[src/rtl/uart_rx_pkg.sv]
// Shared constants, types and helpers for the UART receive sampling path.
package uart_rx_pkg;

    // Legal oversampling window and the fallback used when PRESCALE is out of range.
    localparam int unsigned PRESC_MIN  = 8;
    localparam int unsigned PRESC_MAX  = 32;
    localparam int unsigned PRESC_DFLT = 8;

    // Frame length in bit periods: start + 8 data + optional parity + stop.
    localparam int unsigned FRAME_LEN_PAR   = 11;
    localparam int unsigned FRAME_LEN_NOPAR = 10;

    // Bit indices within a frame.
    localparam int unsigned BIT_START = 0;
    localparam int unsigned BIT_DATA0 = 1;
    localparam int unsigned BIT_DATA7 = 8;

    // Where the current edge sits relative to the bit centre.
    typedef enum logic [2:0] {
        PhNone,
        PhCap0,
        PhCap1,
        PhCap2,
        PhVote
    } samp_phase_e;

    // The three raw samples taken around the bit centre.
    typedef struct packed {
        logic s0;
        logic s1;
        logic s2;
    } samp_regs_t;

    // 2-of-3 majority vote.
    function automatic logic maj3(input logic a, input logic b, input logic c);
        return (a & b) | (a & c) | (b & c);
    endfunction

endpackage

[src/rtl/uart_rx_sync.sv]
// N-flop synchroniser for the asynchronous RX line; resets to the idle level (1).
module uart_rx_sync #(
    // Number of flops in the chain; meaningful range is 2..4.
    parameter int unsigned Stages = 2
) (
    input  logic clk_i,
    input  logic rst_ni,
    input  logic d_i,
    output logic q_o
);

    logic [Stages-1:0] sync_q;

    // Shift the raw line through the chain; synchronous reset to idle-high.
    always_ff @(posedge clk_i) begin
        if (!rst_ni) begin
            sync_q <= '1;
        end else begin
            sync_q <= {sync_q[Stages-2:0], d_i};
        end
    end

    assign q_o = sync_q[Stages-1];

endmodule

[src/rtl/uart_rx_sample_timer.sv]
// UART RX timing stage: synchronises the line, runs the oversample edge counter and the
// frame bit counter, and majority-votes three samples around each bit centre.
module uart_rx_sample_timer
    import uart_rx_pkg::*;
#(
    parameter int unsigned SYNC_STAGES = 2,
    parameter int unsigned PRESC_W     = 6,
    parameter int unsigned EDG_W       = 5,
    parameter int unsigned BIT_W       = 4
) (
    input  logic               CLK,
    input  logic               RST,
    input  logic               RX_IN,
    input  logic [PRESC_W-1:0] PRESCALE,
    input  logic               PAR_EN,
    input  logic               CNT_EN,
    input  logic               DAT_SAMP_EN,
    output logic               RX_SYNC,
    output logic [EDG_W-1:0]   EDG_CNT,
    output logic [BIT_W-1:0]   BIT_CNT,
    output logic               SAMPLED_BIT,
    output logic               SAMPLE_DONE,
    output logic               BIT_DONE,
    output logic               PRESCALE_ERR
);

    // Common width for prescale/edge arithmetic, with one spare bit so P+2 never overflows.
    localparam int unsigned CW = ((PRESC_W > EDG_W) ? PRESC_W : EDG_W) + 1;

    logic               rx_sync;

    logic [CW-1:0]      presc_ext;
    logic               presc_legal;
    logic [CW-1:0]      p_eff;
    logic [CW-1:0]      p_last;
    logic [CW-1:0]      half;
    logic [CW-1:0]      edg_ext;
    logic               edg_wrap;
    logic [BIT_W-1:0]   bit_last;
    logic               bit_wrap;
    samp_phase_e        phase;

    logic [EDG_W-1:0]   edg_cnt_q, edg_cnt_d;
    logic [BIT_W-1:0]   bit_cnt_q, bit_cnt_d;
    samp_regs_t         samp_q, samp_d;
    logic               sampled_q, sampled_d;
    logic               done_q, done_d;
    logic               err_q, err_d;

    uart_rx_sync #(
        .Stages (SYNC_STAGES)
    ) u_sync (
        .clk_i  (CLK),
        .rst_ni (RST),
        .d_i    (RX_IN),
        .q_o    (rx_sync)
    );

    // Resolve the effective prescale P, its wrap point P-1 and the bit centre H = P/2.
    always_comb begin
        presc_ext   = CW'(PRESCALE);
        presc_legal = !PRESCALE[0] &&
                      (presc_ext >= CW'(PRESC_MIN)) &&
                      (presc_ext <= CW'(PRESC_MAX));
        p_eff       = presc_legal ? presc_ext : CW'(PRESC_DFLT);
        p_last      = p_eff - CW'(1);
        half        = p_eff >> 1;
        err_d       = !presc_legal;
    end

    // Wrap detection; ">=" keeps the counters bounded if P shrinks mid-frame.
    always_comb begin
        edg_ext  = CW'(edg_cnt_q);
        edg_wrap = (edg_ext >= p_last);
        bit_last = PAR_EN ? BIT_W'(FRAME_LEN_PAR - 1) : BIT_W'(FRAME_LEN_NOPAR - 1);
        bit_wrap = (bit_cnt_q >= bit_last);
    end

    // Edge and bit counter next state.
    always_comb begin
        edg_cnt_d = edg_cnt_q;
        bit_cnt_d = bit_cnt_q;
        if (!CNT_EN) begin
            edg_cnt_d = '0;
            bit_cnt_d = '0;
        end else if (edg_wrap) begin
            edg_cnt_d = '0;
            bit_cnt_d = bit_wrap ? '0 : bit_cnt_q + BIT_W'(1);
        end else begin
            edg_cnt_d = edg_cnt_q + EDG_W'(1);
        end
    end

    // Locate the current edge within the sampling window around the bit centre.
    always_comb begin
        phase = PhNone;
        if (edg_ext == half - CW'(1)) begin
            phase = PhCap0;
        end else if (edg_ext == half) begin
            phase = PhCap1;
        end else if (edg_ext == half + CW'(1)) begin
            phase = PhCap2;
        end else if (edg_ext == half + CW'(2)) begin
            phase = PhVote;
        end
    end

    // Capture three samples around the centre, then vote; everything holds when disabled.
    always_comb begin
        samp_d    = samp_q;
        sampled_d = sampled_q;
        done_d    = 1'b0;
        if (CNT_EN && DAT_SAMP_EN) begin
            unique case (phase)
                PhCap0: samp_d.s0 = rx_sync;
                PhCap1: samp_d.s1 = rx_sync;
                PhCap2: samp_d.s2 = rx_sync;
                PhVote: begin
                    sampled_d = maj3(samp_q.s0, samp_q.s1, samp_q.s2);
                    done_d    = 1'b1;
                end
                default: ;
            endcase
        end
    end

    // State registers with synchronous active-low reset.
    always_ff @(posedge CLK) begin
        if (!RST) begin
            edg_cnt_q <= '0;
            bit_cnt_q <= '0;
            samp_q    <= '1;
            sampled_q <= 1'b1;
            done_q    <= 1'b0;
            err_q     <= 1'b0;
        end else begin
            edg_cnt_q <= edg_cnt_d;
            bit_cnt_q <= bit_cnt_d;
            samp_q    <= samp_d;
            sampled_q <= sampled_d;
            done_q    <= done_d;
            err_q     <= err_d;
        end
    end

    assign RX_SYNC      = rx_sync;
    assign EDG_CNT      = edg_cnt_q;
    assign BIT_CNT      = bit_cnt_q;
    assign SAMPLED_BIT  = sampled_q;
    assign SAMPLE_DONE  = done_q;
    assign BIT_DONE     = CNT_EN && edg_wrap;
    assign PRESCALE_ERR = err_q;

endmodule

[config.mk]
export PLATFORM = sky130hd
export DESIGN_NAME = uart_rx_sample_timer
export DESIGN_NICKNAME = d
export VERILOG_FILES = /design/src/rtl/uart_rx_pkg.sv /design/src/rtl/uart_rx_sync.sv /design/src/rtl/uart_rx_sample_timer.sv
export SDC_FILE = /design/constraint.sdc
export NUM_CORES = 1
export LEC_CHECK = 0
export CAP_MARGIN = 20
export CORE_MARGIN = 2
export CORE_UTILIZATION = 56
export DETAILED_ROUTE_END_ITERATION = 7
export HOLD_SLACK_MARGIN = 0.06
export PLACE_DENSITY = 0.84
export SLEW_MARGIN = 20
export SYNTH_ARGS = -nofsm -noshare
export SYNTH_HDL_FRONTEND = slang
export SYNTH_HIERARCHICAL = 1
export SYNTH_SLANG_ARGS = --single-unit
[constraint.sdc]
create_clock -name CLK -period 9.7 [get_ports CLK]
set_input_delay 1.94 -clock CLK [delete_from_list [all_inputs] [get_ports CLK]]
set_output_delay 1.94 -clock CLK [all_outputs]
set_load 0.01 [all_outputs]
==> results.py <==
metrics = {
    "floorplanning": {
        "die_x_um": 54.7,
        "dieArea_um2": 2990,
        "std_cell_rows": 18,
        "io_pins": 26,
        "core-area_um2": 2450,
        "initial_core_util": 0.586,
        "die_h_um": 54.7,
    },
    "route": {
        "wl_um": 3250,
        "ant_nets": 0,
        "vias_per_cell": 5.87,
        "firstDrtPassIters": 4,
        "via_count": 1304,
        "drtIter0Drc": 33,
        "routedWlPerCell_um": 14.7,
        "drc": 0,
    },
    "outcome": {
        "outcome": "complete, no violations",
    },
    "worst_setup_path": {
        "path_buf_inv": 4,
        "crit_path_start": "PRESCALE[5]",
        "crit_cells": 13,
        "critPathLaunchType": "primary input",
        "rr_endpoint": "BIT_CNT[3]$_SDFFE_PN0P_",
        "critPathCapture": "BIT_DONE",
        "crit_slowest_cell": "clkdlybuf4s50_1",
        "path_delay_family": "buffers and inverters",
        "crit_path_max_fanout": 8,
        "worstPathRequired_ps": 7760,
        "rrSetupSlack_ps": 7490,
        "crit_chain": "clkdlybuf4s50_1, or4b_4, a211o_4, inv_1, ha_1, inv_1, o21ai_0, xor2_1, ha_1, nand2_1, o21ai_0, and3_1, clkdlybuf4s50_1",
        "r2r_start": "EDG_CNT[0]$_SDFF_PP0_",
        "cp.arrival_ps": 5790,
        "path_class": "primary input to output port",
        "end_kind": "output port",
        "ff2ff_path_depth": 8,
        "slowest_delay_ps": 610,
    },
    "timing": {
        "fmax_mhz": 129,
        "finalCritPeriodShare": 0.797,
        "setup_tns_ps": 0,
        "whs_ps": 433,
        "finalHoldViolCount": 0,
        "setup_viol": 0,
        "period_needed_ps": 7730,
        "max_slew.worst_pin.slew_ps": 488,
        "max_slew_margin": 0.672,
        "report.final.slew_viol_count": 0,
        "rsz0062_at_grt": "no",
        "skew_ps": 8.84,
    },
    "clocking": {
        "clk_latency_ps": 300,
        "h-tree-depth": 1,
        "cts_tree": "yes",
        "cts.sinks": 17,
        "postCtsHoldBufs": 0,
        "cts.clk_slew.worst_paths_ps": 100,
        "root_buffer": "clkbuf_4",
        "clock_tree.buffer_depth": 2,
        "cts_buffers": 3,
        "postCtsSetupRepairBufs": 0,
        "cts_resized": 0,
    },
    "logic_synthesis": {
        "synth.largest_area_cell": "dfxtp_1",
        "asyncSetResetFlopFracSynth": 0,
        "ys_top_cells_by_count": "dfxtp_1 (17), ha_1 (16), a21oi_1 (10), inv_1 (10)",
        "yosysWarningCount": 6,
        "syn-instance-count": 170,
        "synth_cell_type_count": 46,
        "yosysMostFrequentCell": "dfxtp_1",
        "synth_top_area_share": 0.237,
        "ys_ff_latch": 17,
        "netlist_area_um2": 1440,
        "ys_seq_area_frac": 0.237,
        "syn_area_per_cell_um2": 8.46,
        "synth_edf_count": 0,
        "synth.area.top_cells": "dfxtp_1 (24%), ha_1 (14%), xnor2_1 (5.5%), xor2_1 (4.9%), a21oi_1 (3.5%)",
        "synthFlopType": "dfxtp_1",
    },
    "cells_and_area": {
        "n_antenna_cell": 0,
        "layout-drive-gt1-share": 0.0573,
        "synthToLayoutAreaGrowth_pct": 19.7,
        "final_nets": 221,
        "fill_cells": 217,
    },
    "grt": {
        "grt_overflow": 0,
        "use_met1": 0.298,
        "grt.busiest_layer": "met2",
        "grt_usage": 0.244,
        "grt_first_pass_wirelength_um": 5310,
        "grtUsageMet2": 0.419,
        "grt_start_max_net_pins": 13,
        "grtUsageMet3": 0.0519,
        "grt_antenna_before_repair": 0,
        "first_global_vias": 1273,
    },
    "run": {
        "max-cap-violations": 0,
    },
    "power": {
        "powerDensity_nw_per_um2": 87.6,
        "cellLeakagePower_nw": 0.711,
        "ir_drop_v": 0.0000791,
    },
    "place": {
        "dp_hpwl_um": 2610,
        "gp_congestion": 0.884,
        "portBuffers": 25,
    },
    "worst_hold_path": {
        "hold_class": "flip-flop to flip-flop",
    },
}
-- cells in the final DEF (no fill, tap or decap), types with 7 or more instances in the layout --
master           synthesis  layout
xor2_1                   8       8
dfxtp_1                 17      17
ha_1                    16      16
o21ai_0                  9       9
a21oi_1                 10      10
nor3_1                   7       7
inv_1                   10      10
nand3_1                  9       9
nand2_1                  7       7
clkdlybuf4s50_1          0      25
xnor2_1                  9       9
-- cells by family (layout without fill, tap and decap cells) --
logic type,count (synthesis),count (layout),synth area share
AND/OR/NAND/NOR,60,60,0.245
AO/OA/AOI/OAI,36,36,0.173
XOR/XNOR,18,18,0.123
buffers and inverters,18,39,0.0514
flip-flops,17,17,0.237
adder cells (fa/ha/maj),16,16,0.139
multiplexers,4,4,0.0287
other,1,2,0.00261
-- worst min-delay path by stage --
stage	start	to	slack, ps	cells past startpoint
floorplan	u_sync/sync_q[0]$_SDFF_PN1_	u_sync/sync_q[1]$_SDFF_PN1_	390	1
global placement	u_sync/sync_q[0]$_SDFF_PN1_	u_sync/sync_q[1]$_SDFF_PN1_	400	1
detailed placement	u_sync/sync_q[0]$_SDFF_PN1_	u_sync/sync_q[1]$_SDFF_PN1_	410	1
CTS	u_sync/sync_q[0]$_SDFF_PN1_	u_sync/sync_q[1]$_SDFF_PN1_	440	1
global route	u_sync/sync_q[0]$_SDFF_PN1_	u_sync/sync_q[1]$_SDFF_PN1_	460	1
finish	u_sync/sync_q[0]$_SDFF_PN1_	u_sync/sync_q[1]$_SDFF_PN1_	430	1
-- report_power, final --
| group | internal [mW] | switching, mW |
|---|---|---|
| clock network | 0.0154 | 0.0228 |
| logic | 0.0187 | 0.0208 |
| registers | 0.0713 | 0.00182 |
| total | 0.105 | 0.0454 |
-- final cells by class --
| cell class | count | area, um^2 | share of cell area |
|---|---|---|---|
| clock inverter | 1 | 5.00 | 0.00291 |
| tap | 30 | 37.5 | 0.0218 |
| timing repair buffer | 25 | 250 | 0.145 |
| clock buffer | 3 | 22.5 | 0.0131 |
| sequential | 17 | 340 | 0.198 |
| inverter | 10 | 37.5 | 0.0218 |
| multi-input combinational | 136 | 1030 | 0.597 |
-- state kept, by name, indices dropped and copies added (netlist names) --
name / flops
EDG_CNT: 5
BIT_CNT: 4
samp_q: 3
u_sync/sync_q: 2
PRESCALE_ERR: 1
SAMPLED_BIT: 1
SAMPLE_DONE: 1
-- stage by stage --
step	power, mW	utilization	worst slack, ps	cell area [um^2]	instances
after global placement	0.112	0.690	2180	1690	218
after CTS	0.151	0.701	2010	1720	222
after floorplan	0.100	-	3290	1440	171
final	0.151	0.701	1970	1720	222
after global routing	0.158	0.701	1690	1720	222
after detailed placement	0.114	0.690	2020	1690	218
-- layer usage --
layer	part of all wire	wire, um	up-vias
met4	0.015	50	0
met5	0	0	-
met3	0.042	137	8
met2	0.49	1580	40
met1	0.46	1480	600
li1	-	-	656
(Power assumes the default switching activity.)
